$ cat src/rtl/pe_pkg.sv
// Shared definitions for the systolic PE: mode codes, drain FSM encoding
// and the wide add helper with clamp/wrap and overflow detection.
package pe_pkg;

  localparam logic [1:0] MODE_WS_MAC   = 2'b00;
  localparam logic [1:0] MODE_BYPASS   = 2'b01;
  localparam logic [1:0] MODE_OS_ACC   = 2'b10;
  localparam logic [1:0] MODE_OS_DRAIN = 2'b11;

  localparam logic [1:0] ST_IDLE = 2'd0;
  localparam logic [1:0] ST_EMIT = 2'd1;
  localparam logic [1:0] ST_PASS = 2'd2;

  // Operands arrive sign-extended to this width, so the raw sum never wraps
  // for any accumulator narrower than SUM_W.
  localparam int unsigned SUM_W = 128;

  typedef struct packed {
    logic                    ovf;
    logic signed [SUM_W-1:0] sum;
  } sum_t;

  function automatic sum_t sat_add(input logic signed [SUM_W-1:0] a,
                                   input logic signed [SUM_W-1:0] b,
                                   input int unsigned             width,
                                   input logic                    saturate);
    logic signed [SUM_W-1:0] s;
    logic signed [SUM_W-1:0] hi;
    logic signed [SUM_W-1:0] lo;
    sum_t                    r;
    s     = a + b;
    hi    = (SUM_W'(1) << (width - 1)) - SUM_W'(1);
    lo    = ~hi;
    r.ovf = (s > hi) || (s < lo);
    if (saturate && (s > hi)) begin
      r.sum = hi;
    end else if (saturate && (s < lo)) begin
      r.sum = lo;
    end else begin
      r.sum = s;
    end
    return r;
  endfunction

endpackage

$ cat src/rtl/sys_pe_if.sv
// Neighbour-facing bundle of one systolic PE: activation, partial-sum and
// weight-chain paths plus mode and overflow status.
interface sys_pe_if #(
  parameter int unsigned DATA_WIDTH = 16,
  parameter int unsigned ACC_WIDTH  = 40
);
  logic [DATA_WIDTH-1:0] in_left;
  logic                  in_left_valid;
  logic [ACC_WIDTH-1:0]  in_top;
  logic                  in_top_valid;
  logic [DATA_WIDTH-1:0] w_in;
  logic                  w_shift;
  logic                  w_swap;
  logic [1:0]            mode;
  logic [DATA_WIDTH-1:0] out_right;
  logic                  out_right_valid;
  logic [ACC_WIDTH-1:0]  out_down;
  logic                  out_down_valid;
  logic [DATA_WIDTH-1:0] w_out;
  logic                  ovf;

  modport master (
    output in_left, in_left_valid, in_top, in_top_valid, w_in, w_shift, w_swap, mode,
    input  out_right, out_right_valid, out_down, out_down_valid, w_out, ovf
  );

  modport slave (
    input  in_left, in_left_valid, in_top, in_top_valid, w_in, w_shift, w_swap, mode,
    output out_right, out_right_valid, out_down, out_down_valid, w_out, ovf
  );
endinterface

$ cat src/rtl/pe_mac.sv
// Combinational signed multiply-add: w * x sign-extended and added to a
// partial sum, clamped or wrapped to ACC_WIDTH with an overflow flag.
module pe_mac
  import pe_pkg::*;
#(
  parameter int unsigned DATA_WIDTH = 16,
  parameter int unsigned ACC_WIDTH  = 40,
  parameter bit          SATURATE   = 1'b1
) (
  input  logic signed [DATA_WIDTH-1:0] w,
  input  logic signed [DATA_WIDTH-1:0] x,
  input  logic signed [ACC_WIDTH-1:0]  addend,
  output logic signed [ACC_WIDTH-1:0]  sum,
  output logic                         ovf
);

  logic signed [2*DATA_WIDTH-1:0] prod;
  sum_t                           r;
  logic                           unused_sum_hi;

  always_comb begin
    prod = (2*DATA_WIDTH)'(w) * (2*DATA_WIDTH)'(x);
    r    = sat_add(SUM_W'(prod), SUM_W'(addend), ACC_WIDTH, SATURATE);
    sum  = r.sum[ACC_WIDTH-1:0];
    ovf  = r.ovf;
  end

  assign unused_sum_hi = ^r.sum[SUM_W-1:ACC_WIDTH];

endmodule

$ cat src/rtl/sys_pe.sv
// Systolic PE with double-buffered weights, valid propagation, a wide
// (optionally saturating) accumulator and weight/output-stationary modes.
module sys_pe
  import pe_pkg::*;
#(
  parameter int unsigned DATA_WIDTH = 16,
  parameter int unsigned ACC_WIDTH  = 40,
  parameter bit          SATURATE   = 1'b1
) (
  input logic    clk,
  input logic    reset,
  sys_pe_if.slave pe
);

  if (ACC_WIDTH < 2 * DATA_WIDTH) begin : g_bad_acc
    $error("ACC_WIDTH must be at least 2*DATA_WIDTH");
  end
  if (ACC_WIDTH >= SUM_W) begin : g_wide_acc
    $error("ACC_WIDTH exceeds the internal sum width");
  end

  logic signed [DATA_WIDTH-1:0] w_active_q, w_active_d;
  logic signed [DATA_WIDTH-1:0] w_shadow_q, w_shadow_d;
  logic signed [ACC_WIDTH-1:0]  acc_q, acc_d;
  logic [DATA_WIDTH-1:0]        out_right_q, out_right_d;
  logic                         out_right_valid_q, out_right_valid_d;
  logic [ACC_WIDTH-1:0]         out_down_q, out_down_d;
  logic                         out_down_valid_q, out_down_valid_d;
  logic                         ovf_q, ovf_d;
  logic [1:0]                   state_q, state_d;

  logic signed [ACC_WIDTH-1:0]  in_top_eff;
  logic signed [ACC_WIDTH-1:0]  ws_sum, acc_sum;
  logic                         ws_ovf, acc_ovf;

  assign in_top_eff = pe.in_top_valid ? pe.in_top : '0;

  pe_mac #(
    .DATA_WIDTH (DATA_WIDTH),
    .ACC_WIDTH  (ACC_WIDTH),
    .SATURATE   (SATURATE)
  ) u_ws_mac (
    .w      (w_active_q),
    .x      (pe.in_left),
    .addend (in_top_eff),
    .sum    (ws_sum),
    .ovf    (ws_ovf)
  );

  pe_mac #(
    .DATA_WIDTH (DATA_WIDTH),
    .ACC_WIDTH  (ACC_WIDTH),
    .SATURATE   (SATURATE)
  ) u_acc_mac (
    .w      (w_active_q),
    .x      (pe.in_left),
    .addend (acc_q),
    .sum    (acc_sum),
    .ovf    (acc_ovf)
  );

  always_comb begin
    w_active_d        = w_active_q;
    w_shadow_d        = w_shadow_q;
    acc_d             = acc_q;
    out_down_d        = out_down_q;
    out_down_valid_d  = out_down_valid_q;
    ovf_d             = ovf_q;
    out_right_d       = pe.in_left;
    out_right_valid_d = pe.in_left_valid;

    // Swap reads the pre-shift shadow, so a simultaneous shift+swap commits the old one.
    if (pe.w_shift) w_shadow_d = pe.w_in;
    if (pe.w_swap)  w_active_d = w_shadow_q;

    unique case (pe.mode)
      MODE_WS_MAC: begin
        out_down_valid_d = pe.in_left_valid;
        if (pe.in_left_valid) begin
          out_down_d = ws_sum;
          ovf_d      = ovf_q | ws_ovf;
        end
      end
      MODE_BYPASS: begin
        out_down_d       = pe.in_top;
        out_down_valid_d = pe.in_top_valid;
      end
      MODE_OS_ACC: begin
        out_down_d       = pe.in_top;
        out_down_valid_d = pe.in_top_valid;
        if (pe.in_left_valid) begin
          acc_d = acc_sum;
          ovf_d = ovf_q | acc_ovf;
        end
      end
      MODE_OS_DRAIN: begin
        if (state_q == ST_IDLE) begin
          out_down_d       = acc_q;
          out_down_valid_d = 1'b1;
          acc_d            = '0;
          ovf_d            = 1'b0;
        end else begin
          out_down_d       = pe.in_top;
          out_down_valid_d = pe.in_top_valid;
        end
      end
    endcase
  end

  always_comb begin
    state_d = ST_IDLE;
    if (pe.mode == MODE_OS_DRAIN) begin
      state_d = (state_q == ST_IDLE) ? ST_EMIT : ST_PASS;
    end
  end

  always_ff @(posedge clk or negedge reset) begin
    if (!reset) begin
      w_active_q        <= '0;
      w_shadow_q        <= '0;
      acc_q             <= '0;
      out_right_q       <= '0;
      out_right_valid_q <= 1'b0;
      out_down_q        <= '0;
      out_down_valid_q  <= 1'b0;
      ovf_q             <= 1'b0;
      state_q           <= ST_IDLE;
    end else begin
      w_active_q        <= w_active_d;
      w_shadow_q        <= w_shadow_d;
      acc_q             <= acc_d;
      out_right_q       <= out_right_d;
      out_right_valid_q <= out_right_valid_d;
      out_down_q        <= out_down_d;
      out_down_valid_q  <= out_down_valid_d;
      ovf_q             <= ovf_d;
      state_q           <= state_d;
    end
  end

  assign pe.out_right       = out_right_q;
  assign pe.out_right_valid = out_right_valid_q;
  assign pe.out_down        = out_down_q;
  assign pe.out_down_valid  = out_down_valid_q;
  assign pe.w_out           = w_shadow_q;
  assign pe.ovf             = ovf_q;

endmodule

$ cat src/flat_wrapper.sv
// flat-port wrapper written by rule: the top's interface ports become plain ports
module sys_pe_flat import pe_pkg::*;
#(
  parameter int unsigned DATA_WIDTH = 16,
  parameter int unsigned ACC_WIDTH  = 40,
  parameter bit          SATURATE   = 1'b1
)
  (clk, reset, pe_in_left, pe_in_left_valid, pe_in_top, pe_in_top_valid, pe_w_in, pe_w_shift, pe_w_swap, pe_mode, pe_out_right, pe_out_right_valid, pe_out_down, pe_out_down_valid, pe_w_out, pe_ovf);
  sys_pe_if #(.DATA_WIDTH(DATA_WIDTH), .ACC_WIDTH(ACC_WIDTH)) pe_i ();
  input logic clk;
  input logic reset;
  input wire logic [$bits(pe_i.in_left)-1:0] pe_in_left;
  input wire logic [$bits(pe_i.in_left_valid)-1:0] pe_in_left_valid;
  input wire logic [$bits(pe_i.in_top)-1:0] pe_in_top;
  input wire logic [$bits(pe_i.in_top_valid)-1:0] pe_in_top_valid;
  input wire logic [$bits(pe_i.w_in)-1:0] pe_w_in;
  input wire logic [$bits(pe_i.w_shift)-1:0] pe_w_shift;
  input wire logic [$bits(pe_i.w_swap)-1:0] pe_w_swap;
  input wire logic [$bits(pe_i.mode)-1:0] pe_mode;
  output wire logic [$bits(pe_i.out_right)-1:0] pe_out_right;
  output wire logic [$bits(pe_i.out_right_valid)-1:0] pe_out_right_valid;
  output wire logic [$bits(pe_i.out_down)-1:0] pe_out_down;
  output wire logic [$bits(pe_i.out_down_valid)-1:0] pe_out_down_valid;
  output wire logic [$bits(pe_i.w_out)-1:0] pe_w_out;
  output wire logic [$bits(pe_i.ovf)-1:0] pe_ovf;
  assign pe_i.in_left = pe_in_left;
  assign pe_i.in_left_valid = pe_in_left_valid;
  assign pe_i.in_top = pe_in_top;
  assign pe_i.in_top_valid = pe_in_top_valid;
  assign pe_i.w_in = pe_w_in;
  assign pe_i.w_shift = pe_w_shift;
  assign pe_i.w_swap = pe_w_swap;
  assign pe_i.mode = pe_mode;
  assign pe_out_right = pe_i.out_right;
  assign pe_out_right_valid = pe_i.out_right_valid;
  assign pe_out_down = pe_i.out_down;
  assign pe_out_down_valid = pe_i.out_down_valid;
  assign pe_w_out = pe_i.w_out;
  assign pe_ovf = pe_i.ovf;
  sys_pe #(.DATA_WIDTH(DATA_WIDTH), .ACC_WIDTH(ACC_WIDTH), .SATURATE(SATURATE)) u_core (.clk(clk), .reset(reset), .pe(pe_i));
endmodule
$ cat config.mk
export PLATFORM = sky130hd
export DESIGN_NAME = sys_pe_flat
export DESIGN_NICKNAME = d
export VERILOG_FILES = /design/src/rtl/pe_pkg.sv /design/src/rtl/sys_pe_if.sv /design/src/rtl/pe_mac.sv /design/src/rtl/sys_pe.sv /design/src/flat_wrapper.sv
export SDC_FILE = /design/constraint.sdc
export NUM_CORES = 1
export LEC_CHECK = 0
export BUFFER_PORTS_ARGS = -buffer_cell sky130_fd_sc_hd__buf_2
export CORE_MARGIN = 4
export CORE_UTILIZATION = 50
export DETAILED_ROUTE_END_ITERATION = 8
export HOLD_SLACK_MARGIN = 0.08
export PLACE_DENSITY = 0.71
export SLEW_MARGIN = 20
export SYNTH_ARGS = -nofsm -noshare
export SYNTH_HDL_FRONTEND = slang
export SYNTH_HIERARCHICAL = 1
export SYNTH_SLANG_ARGS = --single-unit
export TNS_END_PERCENT = 10
$ cat constraint.sdc
create_clock -name clk -period 9.6 [get_ports clk]
set_input_delay 1.44 -clock clk [delete_from_list [all_inputs] [get_ports clk]]
set_output_delay 1.44 -clock clk [all_outputs]
set_load 0.01 [all_outputs]
Word-level counts from Yosys, hierarchy flattened
Cells that the tools add are included.

storage, ports and cells
  logic and storage cells = 52
  output and inout bits = 75
  bits in registers = 133
  bits of input ports = 80

operators by class
  bitwise logic cells = 2
  reductions and logical operators = 9
  $mul = 1
  multiplexer cells = 19
  equal/unequal tests = 6
  magnitude comparators = 4
  add/subtract/negate cells = 2

operator list
  kind                  number
  $mux 40               9
  $pmux 40 s3           1
  $add 32x40->41        2
  $gt 41x40->1 const B  2
  $lt 41x40->1 const B  2
  $pmux 40 s2           1
  $mul 16x16->32        1
  $pmux 1 s3            2
  $eq 2x2->1 const B    2
  $logic_not 2->1       2
  $mux 1                4
  $mux 2                2
  $ne 2x2->1 const B    2
  $reduce_and 4->1      1
  $reduce_and 3->1      1
  $reduce_bool 3->1     1
  $eq 2x1->1 const B    1
  $logic_or 1x1->1      2
  $ne 2x1->1 const B    1
  $or 1x1->1            2
  $reduce_bool 2->1     1
  $reduce_or 2->1       1

Longest topological paths before layout
  word-level depth = 7
  mapped depth = 30
  depth with buffers taken out = 27

Modules after synthesis
The synthesis kept the hierarchy.

by module, submodules not included
  module                      times used  area an instance (sq um)  cells an instance  sequential area each (sq um)
  pe_mac at u_core.u_ws_mac   1           13188.9                   1481               0.0
  pe_mac at u_core.u_acc_mac  1           13081.3                   1486               0.0
  sys_pe                      1           6881.6                    651                3328.2

Worst setup path after synthesis
Ideal clock, no wire load.

  kind = input port to flip-flop
  start = input pe_in_left[1]
  end = register u_core.out_down_q[9] (netlist: u_core/pe.out_down[9])
  setup time = 0.099 ns
  arrival time = 8.022 ns
  path buffers = 2
  path slack = 1.479 ns
  required time = 9.501 ns
  stages on the path = 25
  path through = clkbuf_1 nand2_1 inv_1 fa_1 fa_1 inv_1 fa_1 fa_1 inv_1 fa_1 inv_1 fa_1 inv_1 ha_1 nand2_1 nor2_1 nand2_1 or4_1 o21a_1 o311ai_4 nand2_4 buf_6 a21oi_2 nor3b_1 a311oi_1

between the ends
  cells in the longest elaborated chain, start to end = 7
  elaborated cells between the ends (all ways) = 8
  those cells by class = 1 x add/sub; 1 x mul; 2 x order compare; 4 x mux

RTL lines
  item                  line                text
  start, declared       flat_wrapper.sv:12  input wire logic [$bits(pe_i.in_left)-1:0] pe_in_left;
  $mul 16x16->32 *      pe_mac.sv:22        prod = (2*DATA_WIDTH)'(w) * (2*DATA_WIDTH)'(x);
  $add 32x40->41 *      pe_pkg.sv:31        s = a + b;
  $lt 41x40->1          pe_pkg.sv:37        end else if (saturate && (s < lo)) begin
  $mux 40               pe_pkg.sv:37
  $mux 40 *             pe_pkg.sv:35        if (saturate && (s > hi)) begin
  via u_core.ws_sum[9]  sys_pe.sv:33        logic signed [ACC_WIDTH-1:0] ws_sum, acc_sum;
  $mux 40 *             sys_pe.sv:79        if (pe.in_left_valid) begin
  $pmux 40 s3 *         sys_pe.sv:76        unique case (pe.mode)
  end signal, assigned  sys_pe.sv:134       out_down_q <= out_down_d;
  end, declared         sys_pe.sv:27        logic [ACC_WIDTH-1:0] out_down_q, out_down_d;

Mark *: on every way through the listed nets, which the timed path passes. The rest lies on a longest branch. The select of a mux whose other input is x is not followed.
A chain may end at the register's enable or synchronous reset.

Worst setup path after layout
  start = input pe_in_left[5]
  end = register u_core.ovf_q (netlist: u_core/pe.ovf)

between the ends
  cells in the longest elaborated chain, start to end = 7
  elaborated cells between the ends (all ways) = 14
  those cells by class = 2 x add/sub; 1 x mul; 4 x order compare; 3 x mux; 2 x bitwise; 2 x reduce/logical

RTL lines
  item                                                 line           text
  $mul 16x16->32 *                                     pe_mac.sv:22
  $add 32x40->41 *                                     pe_pkg.sv:31
  $gt 41x40->1 / $lt 41x40->1 (equally long branches)  pe_pkg.sv:34   r.ovf = (s > hi) || (s < lo);
  $logic_or 1x1->1 *                                   pe_pkg.sv:34
  via u_core.ws_ovf                                    sys_pe.sv:34   logic ws_ovf, acc_ovf;
  $or 1x1->1 *                                         sys_pe.sv:81   ovf_d = ovf_q | ws_ovf;
  $mux 1 *                                             sys_pe.sv:79
  $pmux 1 s3 *                                         sys_pe.sv:76
  end signal, assigned                                 sys_pe.sv:136  ovf_q <= ovf_d;
  end, declared                                        sys_pe.sv:29   logic ovf_q, ovf_d;

Marks and branches as above.

==> key figures <==
Run status
  – Outcome: finished clean

STA
  – Hold_ws: 0.529 ns
  – Hold Fails Final Rpt: 0
  – Worst relative slew slack: 24.4%
  – RSZ-0062 raised after global routing: false
  – Setup TNS: 0 ns
  – Fin. max-slew vios: 0
  – Final min period: 8.90 ns
  – Final period utilization: 92.7%
  – Endpoints failing setup: 0
  – Worst-margin pin slew: 1.13 ns
  – F_max: 0.112 GHz
  – Clk_skew: 0.0152 ns

Setup path
  – Crit Path Max Fanout: 37
  – Worst reg-to-reg path cell count: 25
  – Critical path arrival: 9.30 ns
  – Worst Setup Start Kind: primary input
  – Critical path class: primary input to flop
  – Crit path capture type: flop
  – Worst EP required: 10.01 ns

Synthesis
  – Synth warn: 6
  – Synth async-reset ratio: 100%
  – #FFs+latches synth: 133
  – Synth Flop Type: dfrtp_1
  – Distinct cell type count after synthesis: 78
  – Syn Nets: 4608
  – Synthesized area per cell: 9.16 sq um
  – Post-synth EDFFs: 0
  – Post-synthesis sequential area ratio: 10.0%
  – Post-Syn Instances: 3618
  – Cell Area, Synth: 0.0332 sq mm

Detailed routing
  – DRC viols: 0
  – DR iter-0 viols: 2055
  – Met3 wire length: 7030 microns
  – Wl on met1: 37200 microns
  – Uppermost layer routed: met5
  – DR vias: 25341
  – Met2 wire len: 43500 microns
  – Mean number of vias per cell: 5.54
  – Final WL: 92100 microns
  – WL per Instance: 20.1 microns
  – DRT Pass-1 Iters: 5
  – Detail Route Antenna Nets: 0

GRT
  – Number of global-route vias before repair: 27130
  – Initial antenna violation count: 6
  – Total gr overflow: 0
  – Pin count of the biggest net entering global routing: 81
  – First-pass GRT wire length: 149000 microns
  – GRT Resource Usage Total: 27.1%

Die
  – Starting Density: 50.4%
  – Die width: 265 microns
  – Core region area: 0.0657 sq mm
  – Cell row count: 94
  – Die Y: 265 microns
  – Die ar.: 0.0705 sq mm
  – Count of boundary I/O pins: 155

Clock tree
  – Post-CTS Hold Buffers: 0
  – Clock Latency Late Sink: 0.50 ns
  – Post-CTS Setup Inserts: 0
  – PostCTS Resize Cnt: 0
  – H-Tree Depth: 4
  – Clock Sinks: 133
  – CTS Root Cell: clkbuf_16
  – Clock Path Buffers: 2
  – CTS tree: yes
  – TritonCTS buffer count: 17
  – Worst-path clk slew: 0.07 ns

Min path
  – WHS Path Cells: 1
  – Worst Hold Class: flop to flop

Placed design
  – GP Congestion: 0.922
  – DP Wirelength: 73800 microns
  – PortBufs: 154

Job
  – Maxcap violations: 0

Cells and area
  – Syn-to-layout area delta: 6.80%
  – Filler cells: 5928
  – Share of layout cells above drive strength 1: 9.81%
  – Final Net Count: 4687
metal layers:
metal	track usage, %	up-vias
met1	35.9	12925
met4	11.0	4
met3	5.06	180
met5	0	-
li1	-	11198
met2	44.4	1034
synth_stat cells, types with 5 or more instances:
master | count | area share, %
a211oi_1 | 5 | 0.11
a21o_1 | 35 | 0.79
a21oi_1 | 107 | 1.6
a21oi_2 | 18 | 0.48
a311oi_1 | 42 | 1.1
a31oi_1 | 13 | 0.25
and2_1 | 280 | 5.3
and3_1 | 7 | 0.13
buf_2 | 46 | 0.69
buf_6 | 9 | 0.31
clkbuf_1 | 96 | 1.1
dfrtp_1 | 133 | 10
fa_1 | 668 | 40
ha_1 | 242 | 9.1
inv_1 | 850 | 9.6
maj3_1 | 5 | 0.15
mux2_2 | 70 | 2.4
nand2_1 | 348 | 3.9
nand2b_1 | 13 | 0.25
nand3_1 | 14 | 0.21
nand4_1 | 16 | 0.30
nor2_1 | 118 | 1.3
nor2b_1 | 46 | 0.87
nor3_1 | 15 | 0.23
nor3b_1 | 82 | 1.9
o211ai_1 | 7 | 0.16
o21a_1 | 53 | 1.2
o21ai_0 | 101 | 1.5
o21ai_1 | 12 | 0.18
o21bai_1 | 12 | 0.27
o31ai_1 | 6 | 0.14
xnor2_1 | 48 | 1.3
xor2_1 | 28 | 0.74
registers in the layout, indices dropped and copies added, names as in the netlist, 2 cells and up:
register / count
u_core/pe.w_out: 16
u_core/pe.out_right: 16
u_core/state_q: 2
u_core/pe.out_down: 40
u_core/w_active_q: 16
u_core/acc_q: 40
per-stage QoR:
step,setup WS [ns],instance area (sq um),utilization (%),std cells
2_1_floorplan,1.48,33200,-,3618
3_3_place_gp,0.506,34800,52.9,4541
3_5_place_dp,0.353,34800,52.9,4541
4_1_cts,0.852,35400,53.8,4573
5_1_grt,0.330,35400,53.9,4576
6_report,0.703,35400,53.9,4576
logic make-up after synthesis:
logic type,after synthesis,synth area share (%)
fa+ha+maj,915,49.6
compound gates,448,8.96
simple gates,961,14.9
mux,75,2.54
xor+xnor,77,2.06
flops,133,10.0
buf+inv,1009,11.8
final timing paths:
path                                       start  slack, ns                       to
max                                pe_in_left[5]       0.70            u_core/pe.ovf
min                             u_core/acc_q[39]       0.53         u_core/acc_q[39]
max reg2reg                u_core/w_active_q[14]       0.99            u_core/pe.ovf
min reg2reg                     u_core/acc_q[39]       0.53         u_core/acc_q[39]
max in group asynchronous                  reset       7.12        u_core/state_q[0]
min in group asynchronous                  reset       1.01  u_core/pe.out_right[14]
worst max-delay path: stages:
cell,delay [ns]
buf_2,0.33
and2_1,0.23
inv_1,0.08
fa_1,0.51
inv_1,0.07
fa_1,0.43
inv_1,0.40
fa_1,0.50
inv_1,0.09
fa_1,0.41
fa_1,0.49
inv_1,0.05
fa_1,0.47
inv_1,0.04
ha_1,0.36
nand2_1,0.21
nor3_1,0.59
nand3_1,0.24
a31o_2,0.30
nand3_1,0.32
o31ai_2,0.13
xnor2_2,0.40
nand2_4,0.47
nand2b_1,0.22
mux2i_1,0.09
nor4_1,0.21
a2bb2oi_1,0.19
cell type report:
cell class / count / area [sq um] / area share (%)
tap: 864 / 1080 / 3.05
clock buffer: 18 / 439 / 1.24
inverter: 851 / 3190 / 9.02
sequential: 133 / 3330 / 9.41
clock inverter: 14 / 129 / 0.364
antenna: 2 / 5.00 / 0.0141
timing repair buffer: 218 / 1300 / 3.68
multi-input combinational: 2476 / 25900 / 73.2
placed cells by master (no fill, tap or decap), types with 6 or more instances in the layout:
master     synthesis  final
and2_1           280    280
nor2b_1           46     45
a21oi_2           18     17
and3_1             7      7
buf_4              3     61
a21oi_1          107    107
o31ai_1            6      6
o21a_1            53     53
nand2_1          348    348
dfrtp_1          133    131
inv_1            850    850
nand2b_1          13     12
mux2_2            70     70
ha_1             242    242
buf_2             46    153
nand3_1           14     14
clkbuf_16          0     17
a311oi_1          42     42
fa_1             668    668
o21ai_1           12     12
a21o_1            35     35
nor3b_1           82     82
xor2_1            28     28
nor2_1           118    117
nand4_1           16     16
a31oi_1           13     13
xnor2_1           48     48
inv_6              0      6
o211ai_1           7      7
o21bai_1          12     12
nor3_1            15     15
o21ai_0          101    101
Power is left out: the tool's default activity adds up to more than one toggle a clock period on the data nets, which glitch-free logic cannot reach.
